$ cat src/rtl/stg4mo_mp_pkg.sv
// ============================================================================
//  Module   : stg4mo_mp_pkg
//  Purpose  : Shared widths, opcodes, memory-stage state encodings and
//             memory-op classifiers for the diad pipeline.
//  Revision : 1.0  initial release
// ============================================================================
`default_nettype none

package stg4mo_mp_pkg;

    localparam int SIZE_OPC    = 6;
    localparam int SIZE_TGT_GP = 4;
    localparam int SIZE_TGT_SR = 2;

    localparam logic [SIZE_OPC-1:0] OPC_NOP     = 6'h00;
    localparam logic [SIZE_OPC-1:0] OPC_R_ADD   = 6'h01;
    localparam logic [SIZE_OPC-1:0] OPC_R_SUB   = 6'h02;
    localparam logic [SIZE_OPC-1:0] OPC_R_LD    = 6'h10;
    localparam logic [SIZE_OPC-1:0] OPC_R_ST    = 6'h11;
    localparam logic [SIZE_OPC-1:0] OPC_I_STi   = 6'h12;
    localparam logic [SIZE_OPC-1:0] OPC_IS_STis = 6'h13;

    // Memory-stage FSM encoding, also consulted by the hazard unit.
    typedef enum logic [0:0] {
        MO_IDLE   = 1'b0,
        MO_ACCESS = 1'b1
    } mo_state_e;

    function automatic logic is_store_op(input logic [SIZE_OPC-1:0] opc);
        return (opc == OPC_R_ST) || (opc == OPC_I_STi) || (opc == OPC_IS_STis);
    endfunction

    function automatic logic is_load_op(input logic [SIZE_OPC-1:0] opc);
        return (opc == OPC_R_LD);
    endfunction

    function automatic logic is_mem_op(input logic [SIZE_OPC-1:0] opc);
        return is_load_op(opc) || is_store_op(opc);
    endfunction

endpackage

`default_nettype wire

$ cat src/rtl/stg4mo_mp_mem_port_fanout.sv
// ============================================================================
//  Module   : stg4mo_mp_mem_port_fanout
//  Purpose  : Combinational steering of one held access onto N memory ports
//             and selection of the addressed port's ack/rdata.
//  Revision : 1.0  initial release
// ============================================================================
`default_nettype none

module stg4mo_mp_mem_port_fanout #(
    parameter int DATA_W = 24,
    parameter int ADDR_W = 24,
    parameter int N_MP   = 2,
    parameter int MP_W   = 1
) (
    input  logic                     i_active,
    input  logic [MP_W-1:0]          i_port,
    input  logic                     i_we,
    input  logic [ADDR_W-1:0]        i_addr,
    input  logic [DATA_W-1:0]        i_wdata,
    output logic [N_MP-1:0]          o_mem_req,
    output logic [N_MP-1:0]          o_mem_we,
    output logic [N_MP*ADDR_W-1:0]   o_mem_addr,
    output logic [N_MP*DATA_W-1:0]   o_mem_wdata,
    input  logic [N_MP-1:0]          i_mem_ack,
    input  logic [N_MP*DATA_W-1:0]   i_mem_rdata,
    output logic                     o_sel_ack,
    output logic [DATA_W-1:0]        o_sel_rdata
);

    // Non-selected ports see constant zeros, so they never glitch.
    for (genvar k = 0; k < N_MP; k++) begin : g_port
        logic w_hit;
        assign w_hit                              = i_active && (i_port == MP_W'(k));
        assign o_mem_req[k]                       = w_hit;
        assign o_mem_we[k]                        = w_hit & i_we;
        assign o_mem_addr[k*ADDR_W +: ADDR_W]     = w_hit ? i_addr  : '0;
        assign o_mem_wdata[k*DATA_W +: DATA_W]    = w_hit ? i_wdata : '0;
    end

    always_comb begin
        o_sel_ack   = 1'b0;
        o_sel_rdata = '0;
        for (int k = 0; k < N_MP; k++) begin
            if (o_mem_req[k]) begin
                o_sel_ack   = i_mem_ack[k];
                o_sel_rdata = i_mem_rdata[k*DATA_W +: DATA_W];
            end
        end
    end

endmodule

`default_nettype wire

$ cat src/rtl/stg4mo_mp.sv
// ============================================================================
//  Module   : stg4mo_mp
//  Purpose  : Pipeline stage 4 (memory) with N req/ack ports, upstream stall,
//             timeout / bad-port abort and one-cycle pass-through.
//  Revision : 1.0  initial release
// ============================================================================
`default_nettype none

module stg4mo_mp
    import stg4mo_mp_pkg::*;
#(
    parameter int DATA_W  = 24,
    parameter int ADDR_W  = 24,
    parameter int N_MP    = 2,
    parameter int MP_W    = 1,
    parameter int TIMEOUT = 15
) (
    input  logic                     iw_clk,
    input  logic                     iw_rst,
    input  logic                     iw_valid,
    output logic                     ow_stall,
    input  logic [ADDR_W-1:0]        iw_pc,
    output logic [ADDR_W-1:0]        ow_pc,
    input  logic [DATA_W-1:0]        iw_instr,
    output logic [DATA_W-1:0]        ow_instr,
    input  logic [SIZE_OPC-1:0]      iw_opc,
    output logic [SIZE_OPC-1:0]      ow_opc,
    input  logic [SIZE_TGT_GP-1:0]   iw_tgt_gp,
    input  logic                     iw_tgt_gp_we,
    output logic [SIZE_TGT_GP-1:0]   ow_tgt_gp,
    output logic                     ow_tgt_gp_we,
    input  logic [SIZE_TGT_SR-1:0]   iw_tgt_sr,
    input  logic                     iw_tgt_sr_we,
    output logic [SIZE_TGT_SR-1:0]   ow_tgt_sr,
    output logic                     ow_tgt_sr_we,
    input  logic [MP_W-1:0]          iw_mem_mp,
    input  logic [ADDR_W-1:0]        iw_addr,
    input  logic [DATA_W-1:0]        iw_result,
    output logic                     ow_valid,
    output logic [DATA_W-1:0]        ow_result,
    output logic                     ow_fault,
    output logic [N_MP-1:0]          ow_mem_req,
    output logic [N_MP-1:0]          ow_mem_we,
    output logic [N_MP*ADDR_W-1:0]   ow_mem_addr,
    output logic [N_MP*DATA_W-1:0]   ow_mem_wdata,
    input  logic [N_MP-1:0]          iw_mem_ack,
    input  logic [N_MP*DATA_W-1:0]   iw_mem_rdata
);

    localparam logic [7:0] C_CNT_LAST = 8'(TIMEOUT - 1);

    mo_state_e r_state;
    mo_state_e w_state_nx;

    logic [ADDR_W-1:0]       r_h_pc;
    logic [DATA_W-1:0]       r_h_instr;
    logic [SIZE_OPC-1:0]     r_h_opc;
    logic [SIZE_TGT_GP-1:0]  r_h_tgt_gp;
    logic                    r_h_tgt_gp_we;
    logic [SIZE_TGT_SR-1:0]  r_h_tgt_sr;
    logic                    r_h_tgt_sr_we;
    logic [MP_W-1:0]         r_h_mp;
    logic [ADDR_W-1:0]       r_h_addr;
    logic [DATA_W-1:0]       r_h_result;
    logic [7:0]              r_cnt;

    logic                    w_is_mem;
    logic                    w_port_ok;
    logic                    w_pass;
    logic                    w_bad;
    logic                    w_capture;
    logic                    w_done;
    logic                    w_abort;
    logic                    w_sel_ack;
    logic [DATA_W-1:0]       w_sel_rdata;

    assign w_is_mem  = is_mem_op(iw_opc);
    assign w_port_ok = (32'(iw_mem_mp) < 32'(N_MP));

    stg4mo_mp_mem_port_fanout #(
        .DATA_W (DATA_W),
        .ADDR_W (ADDR_W),
        .N_MP   (N_MP),
        .MP_W   (MP_W)
    ) u_fanout (
        .i_active    (r_state == MO_ACCESS),
        .i_port      (r_h_mp),
        .i_we        (is_store_op(r_h_opc)),
        .i_addr      (r_h_addr),
        .i_wdata     (r_h_result),
        .o_mem_req   (ow_mem_req),
        .o_mem_we    (ow_mem_we),
        .o_mem_addr  (ow_mem_addr),
        .o_mem_wdata (ow_mem_wdata),
        .i_mem_ack   (iw_mem_ack),
        .i_mem_rdata (iw_mem_rdata),
        .o_sel_ack   (w_sel_ack),
        .o_sel_rdata (w_sel_rdata)
    );

    always_ff @(posedge iw_clk or posedge iw_rst) begin
        if (iw_rst) r_state <= MO_IDLE;
        else        r_state <= w_state_nx;
    end

    always_comb begin
        w_state_nx = r_state;
        w_pass     = 1'b0;
        w_bad      = 1'b0;
        w_capture  = 1'b0;
        w_done     = 1'b0;
        w_abort    = 1'b0;
        case (r_state)
            MO_IDLE: begin
                if (iw_valid) begin
                    if (!w_is_mem) begin
                        w_pass = 1'b1;
                    end else if (w_port_ok) begin
                        w_capture  = 1'b1;
                        w_state_nx = MO_ACCESS;
                    end else begin
                        w_bad = 1'b1;
                    end
                end
            end
            MO_ACCESS: begin
                if (w_sel_ack) begin
                    w_done     = 1'b1;
                    w_state_nx = MO_IDLE;
                end else if (r_cnt == C_CNT_LAST) begin
                    w_abort    = 1'b1;
                    w_state_nx = MO_IDLE;
                end
            end
            default: w_state_nx = MO_IDLE;
        endcase
    end

    always_ff @(posedge iw_clk or posedge iw_rst) begin
        if (iw_rst) begin
            ow_valid      <= 1'b0;
            ow_fault      <= 1'b0;
            ow_stall      <= 1'b0;
            ow_pc         <= '0;
            ow_instr      <= '0;
            ow_opc        <= '0;
            ow_tgt_gp     <= '0;
            ow_tgt_gp_we  <= 1'b0;
            ow_tgt_sr     <= '0;
            ow_tgt_sr_we  <= 1'b0;
            ow_result     <= '0;
            r_h_pc        <= '0;
            r_h_instr     <= '0;
            r_h_opc       <= '0;
            r_h_tgt_gp    <= '0;
            r_h_tgt_gp_we <= 1'b0;
            r_h_tgt_sr    <= '0;
            r_h_tgt_sr_we <= 1'b0;
            r_h_mp        <= '0;
            r_h_addr      <= '0;
            r_h_result    <= '0;
            r_cnt         <= '0;
        end else begin
            ow_valid <= 1'b0;

            // Bad-port memory ops retire immediately as faults with no side effects.
            if (w_pass || w_bad) begin
                ow_pc        <= iw_pc;
                ow_instr     <= iw_instr;
                ow_opc       <= iw_opc;
                ow_tgt_gp    <= iw_tgt_gp;
                ow_tgt_gp_we <= iw_tgt_gp_we & ~w_bad;
                ow_tgt_sr    <= iw_tgt_sr;
                ow_tgt_sr_we <= iw_tgt_sr_we & ~w_bad;
                ow_result    <= iw_result;
                ow_valid     <= 1'b1;
                ow_fault     <= w_bad;
            end

            if (w_capture) begin
                r_h_pc        <= iw_pc;
                r_h_instr     <= iw_instr;
                r_h_opc       <= iw_opc;
                r_h_tgt_gp    <= iw_tgt_gp;
                r_h_tgt_gp_we <= iw_tgt_gp_we;
                r_h_tgt_sr    <= iw_tgt_sr;
                r_h_tgt_sr_we <= iw_tgt_sr_we;
                r_h_mp        <= iw_mem_mp;
                r_h_addr      <= iw_addr;
                r_h_result    <= iw_result;
                r_cnt         <= '0;
                ow_stall      <= 1'b1;
            end

            if ((r_state == MO_ACCESS) && !w_done && !w_abort) begin
                r_cnt <= r_cnt + 8'd1;
            end

            if (w_done || w_abort) begin
                ow_pc        <= r_h_pc;
                ow_instr     <= r_h_instr;
                ow_opc       <= r_h_opc;
                ow_tgt_gp    <= r_h_tgt_gp;
                ow_tgt_gp_we <= r_h_tgt_gp_we & ~w_abort;
                ow_tgt_sr    <= r_h_tgt_sr;
                ow_tgt_sr_we <= r_h_tgt_sr_we & ~w_abort;
                ow_result    <= (w_done && is_load_op(r_h_opc)) ? w_sel_rdata : r_h_result;
                ow_valid     <= 1'b1;
                ow_fault     <= w_abort;
                ow_stall     <= 1'b0;
            end
        end
    end

endmodule

`default_nettype wire
$ cat config.mk
export PLATFORM = sky130hd
export DESIGN_NAME = stg4mo_mp
export DESIGN_NICKNAME = d
export VERILOG_FILES = /design/src/rtl/stg4mo_mp_pkg.sv /design/src/rtl/stg4mo_mp_mem_port_fanout.sv /design/src/rtl/stg4mo_mp.sv
export SDC_FILE = /design/constraint.sdc
export NUM_CORES = 1
export LEC_CHECK = 0
export ABC_AREA = 1
export CAP_MARGIN = 15
export CORE_MARGIN = 3
export CORE_UTILIZATION = 49
export DETAILED_ROUTE_END_ITERATION = 7
export PLACE_DENSITY = 0.88
export SYNTH_ARGS = -nofsm -noshare
export SYNTH_HDL_FRONTEND = slang
export SYNTH_SLANG_ARGS = --single-unit
export TNS_END_PERCENT = 5
$ cat constraint.sdc
create_clock -name iw_clk -period 10.5 [get_ports iw_clk]
set_input_delay 2.1 -clock iw_clk [delete_from_list [all_inputs] [get_ports iw_clk]]
set_output_delay 2.1 -clock iw_clk [all_outputs]
set_load 0.01 [all_outputs]
==> impl_metrics.yaml <==
critical_path:
  reg2reg_from: "r_state$_DFF_PP0_"
  crit_type: "flop to output port"
  end_kind: "output port"
  required_ps: 8400
  start_kind: "flop"
  r2r_setup_slack_ps: 7260
  cp_max_fo: 50
  arrival_ps: 3170
  critPathLaunch: "r_state$_DFF_PP0_"
detailed_routing:
  drt_iter0_drc: 960
  drt-total-wl_mm: 33.46
  postRouteAntennaNets: 0
  wl_per_cell_um: 17.72
  num_vias: 10159
  drtPass1Iterations: 7
  drc: 0
  viasPerCell: 5.381
clock_tree:
  cts_hold_repair.buffers: 0
  clock-root-buffer: "clkbuf_16"
  cts_sinks: 209
  clk_latency_ps: 520
  cts_tree: "done"
  clk_pin_slew_worst_paths_ps: 60
  htreeDepth: 1
  postCtsSetupBuffers: 0
  numCtsBuffers: 22
  clockBufferDepth: 3
  cts-resized-gates: 0
synthesis:
  postSynthCellCount: 1312
  synth_area_leaders: "dfrtp_1, nand2_1, nand3_1"
  synth_area_um2: 10040
  ys_seq_area_frac: 0.5207
  synth_area_leader_cell: "dfrtp_1"
  synth.distinct_cells: 31
  synth_nets: 1478
  yosysWarnings: 0
  yosysTopAreaCellShare: 0.5207
  synth_seq_cells: 209
  syn_avg_cell_area_um2: 7.656
floorplanning:
  core-area_um2: 19780
  io_pins: 353
  die-area_um2: 22250
  initial_core_util: 0.5078
  rows: 51
  die_w_um: 149.2
  die_h_um: 149.2
pwr:
  p_per_area_nw_per_um2: 260.5
  max-vdd-ir-drop_mv: 0.1392
  cellLeakagePower_nw: 6.787
global_route:
  grt_pass1_vias: 9742
  track_usage: 0.2904
  grt_max_degree: 135
  grt_pass1_wl_mm: 52.05
  antenna_found_initial: 1
  overflow: 0
sta:
  worstMarginPinSlew_ps: 1017
  final_max_slew_viol_count: 0
  setup_viol: 0
  period_needed_ps: 5271
  hold_viol: 0
  tns_ps: 0
  clock.fmax_ghz: 0.1897
  slew_headroom: 0.3222
  period_share: 0.5020
  fin_skew_ps: 27.95
  rsz0062_at_grt: "no"
final_layout:
  layout_commonest_cell: "nand2_1"
  fin_util: 0.7190
  diodes: 0
  final_cell_mix: "nand2_1, clkdlybuf4s50_1, nand3_1"
  fin_nets: 1776
  layout-drive-gt1-share: 0.04190
  area_delta_synth_final_pct: 41.59
job:
  cap_viol_max_count: 0
placed_design:
  finalWeightedCongestion: 0.8830
  dp_hpwl_mm: 22.76
  io_buffer_count: 352
hold_path:
  min_path_type: "flop to flop"
  min-delay-start: "r_h_pc[11]$_DFFE_PP0P_"
outcome:
  run_status: "finished, final reports clean"
[per-stage QoR]
step                      setup WS, ps  std cells  hold WS (ps)  instance area (um2)  total power [W]
after floorplan                   2691       1312         449.2                10040         0.002144
after global placement            5343       1851         461.1                13520         0.002879
after detailed placement          5308       1851         464.8                13520         0.002937
after CTS                         5241       1888         481.4                14220         0.003711
after global routing              5016       1888         491.4                14220         0.003924
final                             5229       1888         480.6                14220         0.003705
[area by class of cell]
cell class / instances / area (um2)
sequential: 209 / 5231
tap: 265 / 331.6
clock buffer: 31 / 634.4
multi-input combinational: 938 / 4055
clock inverter: 6 / 66.31
fill: 1542 / 5559
timing repair buffer: 363 / 3606
inverter: 76 / 297.8
[kinds of logic after synthesis]
kind of cell / synth area share
simple gates: 0.3663
xor+xnor: 0.0008721
compound gates: 0.03276
buf+inv: 0.07686
flops: 0.5207
fa+ha+maj: 0.002491
[worst max-delay path, cell delays in order (launching register included)]
cell             delay (ps)
dfrtp_2                 640
buf_4                   470
nand2_2                 640
nor2_1                  310
clkdlybuf4s50_1         580
[registers in the layout, summed over array words and instances, names as in the netlist, 2 cells and up]
name and flops:
ow_instr 24, ow_pc 24, ow_result 24, r_h_addr 24, r_h_instr 24, r_h_pc 24
r_h_result 24, r_cnt 8, ow_opc 6, r_h_opc 6, ow_tgt_gp 4, r_h_tgt_gp 4
ow_tgt_sr 2, r_h_tgt_sr 2
[final timing paths]
| check | cells after the start | endpoint |
|---|---|---|
| setup / recovery | 4 | ow_mem_wdata[43] |
| hold / removal | 2 | r_h_pc[11]$_DFFE_PP0P_ |
| setup reg to reg | 9 | ow_tgt_gp_we$_DFFE_PP0P_ |
| hold reg to reg | 2 | r_h_pc[11]$_DFFE_PP0P_ |
| max in group asynchronous | 3 | ow_opc[4]$_DFFE_PP0P_ |
| min in group asynchronous | 2 | r_h_instr[5]$_DFFE_PP0P_ |
[cells in the mapped netlist (all sizes together)]
cell type,instances
xor2,1
clkbuf,39
nor3,1
o21a,1
dfrtp,209
nand2,500
or2,1
inv,76
ha,2
a21oi,1
nand3b,1
o21ai,57
nor2,113
a21o,1
buf,50
o2111ai,1
nand3,258
[power breakdown]
part,switching [W],internal [W]
logic,0.000875,0.000712
clock network,0.000321,0.000444
registers,0.000207,0.00115
[per-layer routing]
layer  vias to the layer above  wire length, um  global-route usage
met5                         -               13                   0
met4                         2             1467              0.1185
li1                       4732                -                   -
met2                       473            16700              0.4917
met1                      4852            12820              0.3735
met3                       100             2471             0.04649
Power figures use the tool's default switching activity.
